<file path="config.mk">
export PLATFORM = sky130hd
export DESIGN_NAME = alarm_ringer
export DESIGN_NICKNAME = d
export VERILOG_FILES = /design/src/rtl/alarm_ringer.sv
export SDC_FILE = /design/constraint.sdc
export NUM_CORES = 1
export LEC_CHECK = 0
export CORE_ASPECT_RATIO = 0.6
export CORE_MARGIN = 5
export CORE_UTILIZATION = 65
export DETAILED_ROUTE_END_ITERATION = 12
export HOLD_SLACK_MARGIN = 0.15
export PLACE_DENSITY = 0.83
export SLEW_MARGIN = 20
export SYNTH_ARGS = -nofsm -noshare
export SYNTH_HDL_FRONTEND = slang
export SYNTH_SLANG_ARGS = --single-unit
</file>
<file path="constraint.sdc">
create_clock -name clk -period 3 [get_ports clk]
set_clock_uncertainty 0.1 [all_clocks]
set_input_delay 0.45 -clock clk [delete_from_list [all_inputs] [get_ports clk]]
set_output_delay 0.45 -clock clk [all_outputs]
set_load 0.005 [all_outputs]
</file>
<file path="src/rtl/alarm_ringer.sv">
// Alarm ring sequencer: converts the level-high alarm match into a cadenced,
// gated buzzer tone with stop, limited snooze and automatic ring timeout.
module alarm_ringer #(
   parameter longint unsigned TONE_HALF     = 64'd25000,
   parameter longint unsigned BEEP_ON       = 64'd25000000,
   parameter longint unsigned BEEP_OFF      = 64'd25000000,
   parameter longint unsigned SNOOZE_CYCLES = 64'd250000000,
   parameter longint unsigned RING_TIMEOUT  = 64'd3000000000,
   parameter int unsigned     MAX_SNOOZE    = 3
) (
   input  logic       clk,
   input  logic       rst,
   input  logic       alarm_enable,
   input  logic       match,
   input  logic       stop_btn,
   input  logic       snooze_btn,
   output logic       buzzer,
   output logic       ringing,
   output logic       snoozed,
   output logic [3:0] snooze_count
);

   localparam longint unsigned CAD_MAX = (BEEP_ON > BEEP_OFF) ? BEEP_ON : BEEP_OFF;

   localparam int TW = (TONE_HALF     > 64'd1) ? $clog2(TONE_HALF)     : 1;
   localparam int CW = (CAD_MAX       > 64'd1) ? $clog2(CAD_MAX)       : 1;
   localparam int SW = (SNOOZE_CYCLES > 64'd1) ? $clog2(SNOOZE_CYCLES) : 1;
   localparam int RW = (RING_TIMEOUT  > 64'd1) ? $clog2(RING_TIMEOUT)  : 1;

   localparam logic [TW-1:0] TONE_LAST = TW'(TONE_HALF - 64'd1);
   localparam logic [CW-1:0] ON_LAST   = CW'(BEEP_ON - 64'd1);
   localparam logic [CW-1:0] OFF_LAST  = CW'(BEEP_OFF - 64'd1);
   localparam logic [SW-1:0] SNZ_LAST  = SW'(SNOOZE_CYCLES - 64'd1);
   localparam logic [RW-1:0] RING_LAST = RW'(RING_TIMEOUT - 64'd1);
   localparam logic [3:0]    SNZ_LIMIT = 4'(MAX_SNOOZE);

   typedef enum logic [1:0] {
      S_IDLE   = 2'd0,
      S_RING   = 2'd1,
      S_SNOOZE = 2'd2,
      S_DONE   = 2'd3
   } state_t;

   state_t        state, state_nxt;
   logic          match_prev;
   logic          rise;
   logic [3:0]    count_nxt;

   logic [RW-1:0] ring_cnt, ring_nxt;
   logic [SW-1:0] snz_cnt, snz_nxt;
   logic [CW-1:0] cad_cnt, cad_nxt;
   logic          cad_on, cad_on_nxt;
   logic [TW-1:0] tone_cnt, tone_nxt;
   logic          tone_ph, tone_ph_nxt;
   logic          stay_ring, stay_snz;

   logic          buzzer_nxt, ringing_nxt, snoozed_nxt;

   assign rise = match & ~match_prev;

   // match_prev resets high so a match already present at reset never rings
   always_ff @(posedge clk) begin
      if (rst) begin
         state        <= S_IDLE;
         match_prev   <= 1'b1;
         snooze_count <= '0;
         ring_cnt     <= '0;
         snz_cnt      <= '0;
         cad_cnt      <= '0;
         cad_on       <= 1'b1;
         tone_cnt     <= '0;
         tone_ph      <= 1'b0;
         buzzer       <= 1'b0;
         ringing      <= 1'b0;
         snoozed      <= 1'b0;
      end else begin
         state        <= state_nxt;
         match_prev   <= match;
         snooze_count <= count_nxt;
         ring_cnt     <= ring_nxt;
         snz_cnt      <= snz_nxt;
         cad_cnt      <= cad_nxt;
         cad_on       <= cad_on_nxt;
         tone_cnt     <= tone_nxt;
         tone_ph      <= tone_ph_nxt;
         buzzer       <= buzzer_nxt;
         ringing      <= ringing_nxt;
         snoozed      <= snoozed_nxt;
      end
   end

   always_comb begin
      state_nxt = state;
      count_nxt = snooze_count;
      if (!alarm_enable) begin
         state_nxt = S_IDLE;
         count_nxt = '0;
      end else begin
         case (state)
            S_IDLE: begin
               if (rise) state_nxt = S_RING;
            end
            S_RING: begin
               if (stop_btn) begin
                  state_nxt = S_DONE;
               end else if (snooze_btn) begin
                  // once the snooze budget is spent a snooze press acts as stop
                  if (snooze_count < SNZ_LIMIT) begin
                     state_nxt = S_SNOOZE;
                     count_nxt = snooze_count + 4'd1;
                  end else begin
                     state_nxt = S_DONE;
                  end
               end else if (ring_cnt == RING_LAST) begin
                  state_nxt = S_DONE;
               end
            end
            S_SNOOZE: begin
               if (stop_btn)                  state_nxt = S_DONE;
               else if (snz_cnt == SNZ_LAST)  state_nxt = S_RING;
            end
            S_DONE: begin
               if (!match) begin
                  state_nxt = S_IDLE;
                  count_nxt = '0;
               end
            end
            default: state_nxt = S_IDLE;
         endcase
      end
   end

   // counters run only while the state persists, so any entry starts them at 0
   always_comb begin
      stay_ring   = (state == S_RING)   && (state_nxt == S_RING);
      stay_snz    = (state == S_SNOOZE) && (state_nxt == S_SNOOZE);
      ring_nxt    = stay_ring ? ring_cnt + 1'b1 : '0;
      snz_nxt     = stay_snz  ? snz_cnt  + 1'b1 : '0;
      cad_nxt     = '0;
      cad_on_nxt  = 1'b1;
      tone_nxt    = '0;
      tone_ph_nxt = 1'b0;
      if (stay_ring) begin
         if (cad_on) begin
            if (cad_cnt == ON_LAST) begin
               cad_on_nxt = 1'b0;
            end else begin
               cad_nxt = cad_cnt + 1'b1;
               if (tone_cnt == TONE_LAST) begin
                  tone_ph_nxt = ~tone_ph;
               end else begin
                  tone_nxt    = tone_cnt + 1'b1;
                  tone_ph_nxt = tone_ph;
               end
            end
         end else begin
            // silent phase keeps the tone parked low so each burst starts low
            if (cad_cnt == OFF_LAST) begin
               cad_on_nxt = 1'b1;
            end else begin
               cad_on_nxt = 1'b0;
               cad_nxt    = cad_cnt + 1'b1;
            end
         end
      end
   end

   always_comb begin
      ringing_nxt = (state == S_RING);
      snoozed_nxt = (state == S_SNOOZE);
      buzzer_nxt  = tone_ph & cad_on & (state == S_RING);
   end

endmodule

</file>
-- Word-level counts from Yosys, hierarchy flattened
Cells that the tools add are included.
- $add $sub $neg: 5
- $lt $le $gt $ge: 1
- equality and inequality tests: 13
- multiplexer cells: 18
- bitwise operators: 9
- reductions and logical operators: 11
- operators by type and width (cell ; number):
    32-bit by 1-bit adder with 32-bit output (second input constant) ; 1
    32-bit == test (second input constant) ; 1
    28-bit by 1-bit adder with 28-bit output (second input constant) ; 1
    28-bit == test (second input constant) ; 1
    25-bit by 1-bit adder with 25-bit output (second input constant) ; 1
    25-bit == test (second input constant) ; 1
    2-bit 2-to-1 mux ; 8
    4-bit 2-to-1 mux ; 4
    15-bit by 1-bit adder with 15-bit output (second input constant) ; 1
    15-bit == test (second input constant) ; 1
    2-bit case mux with 4 select lines ; 1
    4-bit case mux with 2 select lines ; 1
    2-bit == test (second input constant) ; 3
    2-bit inequality test (second input constant) ; 3
    1-bit NOT ; 6
    2-bit OR reduction ; 3
    5-bit AND reduction ; 1
    5-bit OR reduction ; 1
    4-bit by 1-bit adder with 4-bit output (second input constant) ; 1
    2-bit by 1-bit == test with 1-bit output (second input constant) ; 2
    4-bit by 2-bit < comparator with 1-bit output (second input constant) ; 1
    1-bit 2-to-1 mux ; 4
    4-bit OR reduction ; 1
    1-bit AND ; 3
    other kinds (5) ; 6
- bits in registers: 112
- output and inout port bits: 7
- logic and storage cells: 69

-- Logic depth before layout (Yosys ltp)
- depth after elaboration: 10
- mapped depth: 8
- gate-level depth less buffers: 6

-- Worst setup path after synthesis
OpenSTA, ideal clock, no wires.
- kind: register to register
- start point: register snz_cnt[0]
- end point: register snz_cnt[19]
- setup time: 122 ps
- arrival: 1826 ps
- setup slack: 952 ps
- stages on the path, launching flop included: 9
- path buffers: 2
- path through: dfxtp_1 > ha_1 > nand4_1 > nor4_2 > nand3_1 > a41oi_1 > buf_4 > buf_6 > a211oi_1
- word-level cells in the longest chain between the ends: 9
- elaborated cells on any way between the ends: 10
- classes of those cells: add/sub: 1; eq/ne: 2; mux: 4; bitwise: 1; reduce/logical: 2
- RTL lines (item ; RTL line ; source):
    start: declaration ; 50 ; logic [SW-1:0] snz_cnt, snz_nxt;
    start signal: assignment ; 81 ; snz_cnt <= snz_nxt;
    28-bit == test ; 120 ; else if (snz_cnt == SNZ_LAST) state_nxt = S_RING;
    2-bit 2-to-1 mux ; 120 ;
    2-bit 2-to-1 mux ; 119 ; if (stop_btn) state_nxt = S_DONE;
    2-bit case mux with 4 select lines ; 99 ; case (state)
    2-bit 2-to-1 mux ; 95 ; if (!alarm_enable) begin
    2-bit == test ; 136 ; stay_snz = (state == S_SNOOZE) && (state_nxt == S_SNOOZE);
    1-bit logical AND ; 136 ;
    1-bit NOT (no line) ; -- ;
    2-bit OR reduction (no line) ; -- ;
Parallel ways exist; a longest one is shown, timed or not.
A chain may end at the register's enable or synchronous reset.

-- Final worst setup path
- start point: register snz_cnt[0]
- end point: register snz_cnt[24]
Same word-level chain as after synthesis.

==> run summary <==
* 0 — Worst Path Buf+Inv
* 12 — number of port buffers
* 8.89 um^2 — mean instance size in the synthesized netlist
* 0 — max-slew violation count
* 0 — Finish-stage setup viols
* 0 — number of enable-type register cells in the synthesized netlist
* flop — CP Capture Type
* 696 — post-route non-filler standard cell count
* 45 — Synth cell types
* 7 — Detailed Routing Iterations Pass 1
* 39 — maximum number of pins on one net before global-route repair
* 124 um — chip width
* 4009 — via count of the routed design
* 70 ps — clock-pin slew reported for the worst setup and hold paths after clock tree synthesis
* 3773 — number of global-route vias before repair
* 1060 ps — Least-Margin Pin Slew
* 91.5% — Period Utilization, post-route
* 10.2 mm — DRT Wirelength
* 13 — count of boundary I/O pins
* 0 — cts-stage hold buffer count
* 65.6% — starting density of the core
* snz_cnt[0] — beginning of the worst register-to-register path
* 9750 um^2 — overall die area
* reg -> reg — path category of the worst min-delay check
* 112 — #FFs+latches synth
* 583 — Post-Synthesis Net Count
* 0 — post-route DRC violation count
* 1.60 nW — Lkg Pwr
* 510 um — met3 WL
* simple AND/OR/NAND/NOR gates — cell type group with the largest total delay on the critical path
* 14.7 um — detail-routed net length per standard cell
* reg -> reg — kind of critical path
* 3080 ps — data required time of the critical path
* done — CTS tree
* 9.44% — Area Overhead vs Synth
* 0 — Post-CTS Resized
* sky130_fd_sc_hd__dfxtp_1 — cell type contributing the most total cell area after synthesis
* 18.0 mm — wire length of the first global-routing pass
* 0 — count of warnings emitted by yosys
* 0 — hold violation count in the final report
* completed — result of the run
* sky130_fd_sc_hd__dfxtp_1 — commonest non-fill, non-tap cell in the layout
* tone_cnt[0] — worst-case hold path end point
* 25 — number of placement rows
* 0 — number of antenna violations at the first check in global routing
* 572 — number of instances in the synthesized netlist
* sky130_fd_sc_hd__dfxtp_1, sky130_fd_sc_hd__nor2_1, sky130_fd_sc_hd__xnor2_1 — leading cell types in the layout, fill and taps excluded
* 0 — count of max-cap constraint violations
* sky130_fd_sc_hd__nor2_2 — slowest library cell on the worst path
* 5090 um^2 — post-synthesis instance area
* 680 — total placed cells including tap cells
* 2820 ps — worst path arrival time
* 29.3% — max-slew headroom at the worst pin
* 0.364 GHz — highest attainable clock frequency
* 112 — CTS sink cnt
* 350 ps — clock insertion delay at the later pin of the skew report
* 0 — ANT nets after route
* 4.40 mm — Detail Route met2 WL
* sky130_fd_sc_hd__dfxtp_1, sky130_fd_sc_hd__xnor2_1, sky130_fd_sc_hd__xor2_1, sky130_fd_sc_hd__nor2_1, sky130_fd_sc_hd__nand3_1 — largest cells by area after synthesis
* no — unrepaired setup endpoints after global routing
* 0.283 mV — highest ir drop seen on vdd
* 0 — global route overflow
* 0 — Post-CTS Setup Bufs
* 78.5 um — die extent in y
* 399 — violation count after the first detailed-routing iteration
* 22.3% — global router's overall resource usage
* 0% — fraction of registers with async set or reset after synthesis
* 5.76 — vias per inst
* 1 — number of cells on the worst hold path
* 27 — crit-path max FO
* 260 ps — setup slack on the worst flop-to-flop path
* 7760 um^2 — Placeable Area
* sky130_fd_sc_hd__clkbuf_16 — cell at the root of the clock tree
* 474 nW/um^2 — Power Density
* 5.17 mm — met1 wire length
* 44.1% — sequential-to-total area share from yosys stat
* tone_cnt[0] — Worst Hold Launch
* 6 — worst reg-to-reg path cell count
* 0 ps — sum of negative setup slack
* ha_1 > nand4_1 > nor4_2 > a211oi_1 > nor2_2 > a211oi_1 — critical path cell sequence
* 594 — number of nets in the layout
* 0.818 — Placer Congestion
* 840 ps — Crit path largest cell delay
* sky130_fd_sc_hd__dfxtp_1 — commonest register cell after synthesis
* 2740 ps — post-layout minimum cycle time
* 3 — H-tree depth
* flop — Worst Setup Start Kind
* snz_cnt[24] — endpoint of the most critical register-to-register path
* sky130_fd_sc_hd__a211oi_1 — most frequent cell on the critical path
* 7.16 mm — Detailed Place HPWL
* 9 — number of buffers added by the clock tree synthesis step
* met4 — Max Used Layer
* 0 — antenna cells
* 44.1% — share of the synthesized area in the top cell type
* 5.78% — share of cells above drive strength 1
* 2 — Bufs on Longest Clock Path
-- Yosys cell counts, types with 3 or more instances --
cell type	number
sky130_fd_sc_hd__or4_1	3
sky130_fd_sc_hd__or3_1	3
sky130_fd_sc_hd__buf_2	6
sky130_fd_sc_hd__ha_1	5
sky130_fd_sc_hd__and2_1	3
sky130_fd_sc_hd__nor2_1	93
sky130_fd_sc_hd__nor4b_1	4
sky130_fd_sc_hd__dfxtp_1	112
sky130_fd_sc_hd__nand4_1	25
sky130_fd_sc_hd__nor4_1	12
sky130_fd_sc_hd__and3_1	14
sky130_fd_sc_hd__a211oi_1	29
sky130_fd_sc_hd__nor3_1	18
sky130_fd_sc_hd__inv_1	17
sky130_fd_sc_hd__xnor2_1	51
sky130_fd_sc_hd__nor4_2	3
sky130_fd_sc_hd__nor2b_1	7
sky130_fd_sc_hd__or2_2	3
sky130_fd_sc_hd__clkbuf_1	4
sky130_fd_sc_hd__nand3_1	46
sky130_fd_sc_hd__a21oi_1	5
sky130_fd_sc_hd__xor2_1	43
sky130_fd_sc_hd__buf_6	3
sky130_fd_sc_hd__and4_1	6
sky130_fd_sc_hd__nand2_1	33
-- cells by family (layout without fill, tap and decap cells) --
| kind of cell | Yosys count | in the layout | share of synthesized area, % |
|---|---|---|---|
| flip-flops | 112 | 112 | 44.1 |
| buffers and inverters | 33 | 49 | 3.10 |
| AND/OR/NAND/NOR | 290 | 290 | 29.8 |
| AO/OA/AOI/OAI | 38 | 38 | 5.63 |
| adder cells (fa/ha/maj) | 5 | 5 | 1.23 |
| XOR/XNOR | 94 | 94 | 16.2 |
-- area by class of cell --
type                            count  area [um^2]
Multi-Input combinational cell    427         2700
Sequential cell                   112         2240
Fill cell                         590         2190
Clock buffer                        9          225
Timing Repair Buffer               16          150
Tap cell                          108          135
Inverter                           17         63.8
Clock inverter                      7         56.3
-- per-stage QoR --
step / util, % / hold slack (ps) / area [um^2] / total power, mW / setup WS, ps
after floorplan: - / 317 / 5090 / 1.53 / 952
after global placement: 68.1 / 328 / 5290 / 1.55 / 433
after detailed placement: 68.1 / 344 / 5290 / 1.55 / 272
after CTS: 71.8 / 354 / 5570 / 2.66 / 275
after global routing: 71.8 / 396 / 5570 / 2.72 / 36.8
final: 71.8 / 355 / 5570 / 2.64 / 256
-- worst max path at each step --
stage / end / startpoint / depth (start not counted) / slack [ps]
floorplan: snz_cnt[19] / snz_cnt[0] / 8 / 950
global placement: snz_cnt[0] / snz_cnt[0] / 6 / 430
detailed placement: snz_cnt[24] / snz_cnt[0] / 6 / 270
CTS: snz_cnt[24] / snz_cnt[0] / 6 / 270
global route: snz_cnt[24] / snz_cnt[0] / 6 / 40
finish: snz_cnt[24] / snz_cnt[0] / 6 / 260
-- routing by layer --
| layer | global-route usage, % | vias up |
|---|---|---|
| li1 | - | 2017 |
| met1 | 31.1 | 1864 |
| met2 | 33.9 | 117 |
| met4 | 7.66 | 0 |
| met5 | 0 | - |
| met3 | 5.57 | 11 |
-- worst reg2reg max path: stages, from the launching register on --
cell and delay, ps:
sky130_fd_sc_hd__dfxtp_1 400, sky130_fd_sc_hd__ha_1 230, sky130_fd_sc_hd__nand4_1 240, sky130_fd_sc_hd__nor4_2 440, sky130_fd_sc_hd__a211oi_1 170, sky130_fd_sc_hd__nor2_2 840, sky130_fd_sc_hd__a211oi_1 140
-- power by group --
group	internal, mW	switching (mW)	leakage, nW
Sequential	1.49	0.00127	0.902
Clock	0.572	0.554	0.130
Combinational	0.0109	0.0128	0.568
-- sequential cells by signal (all words and copies together) (netlist names) --
register / flops
cad_on: 1
snz_cnt: 28
cad_cnt: 25
state: 2
match_prev: 1
snooze_count: 4
buzzer: 1
tone_cnt: 15
ringing: 1
snoozed: 1
ring_cnt: 32
tone_ph: 1
No activity file was read; power rests on OpenSTA's default activity.
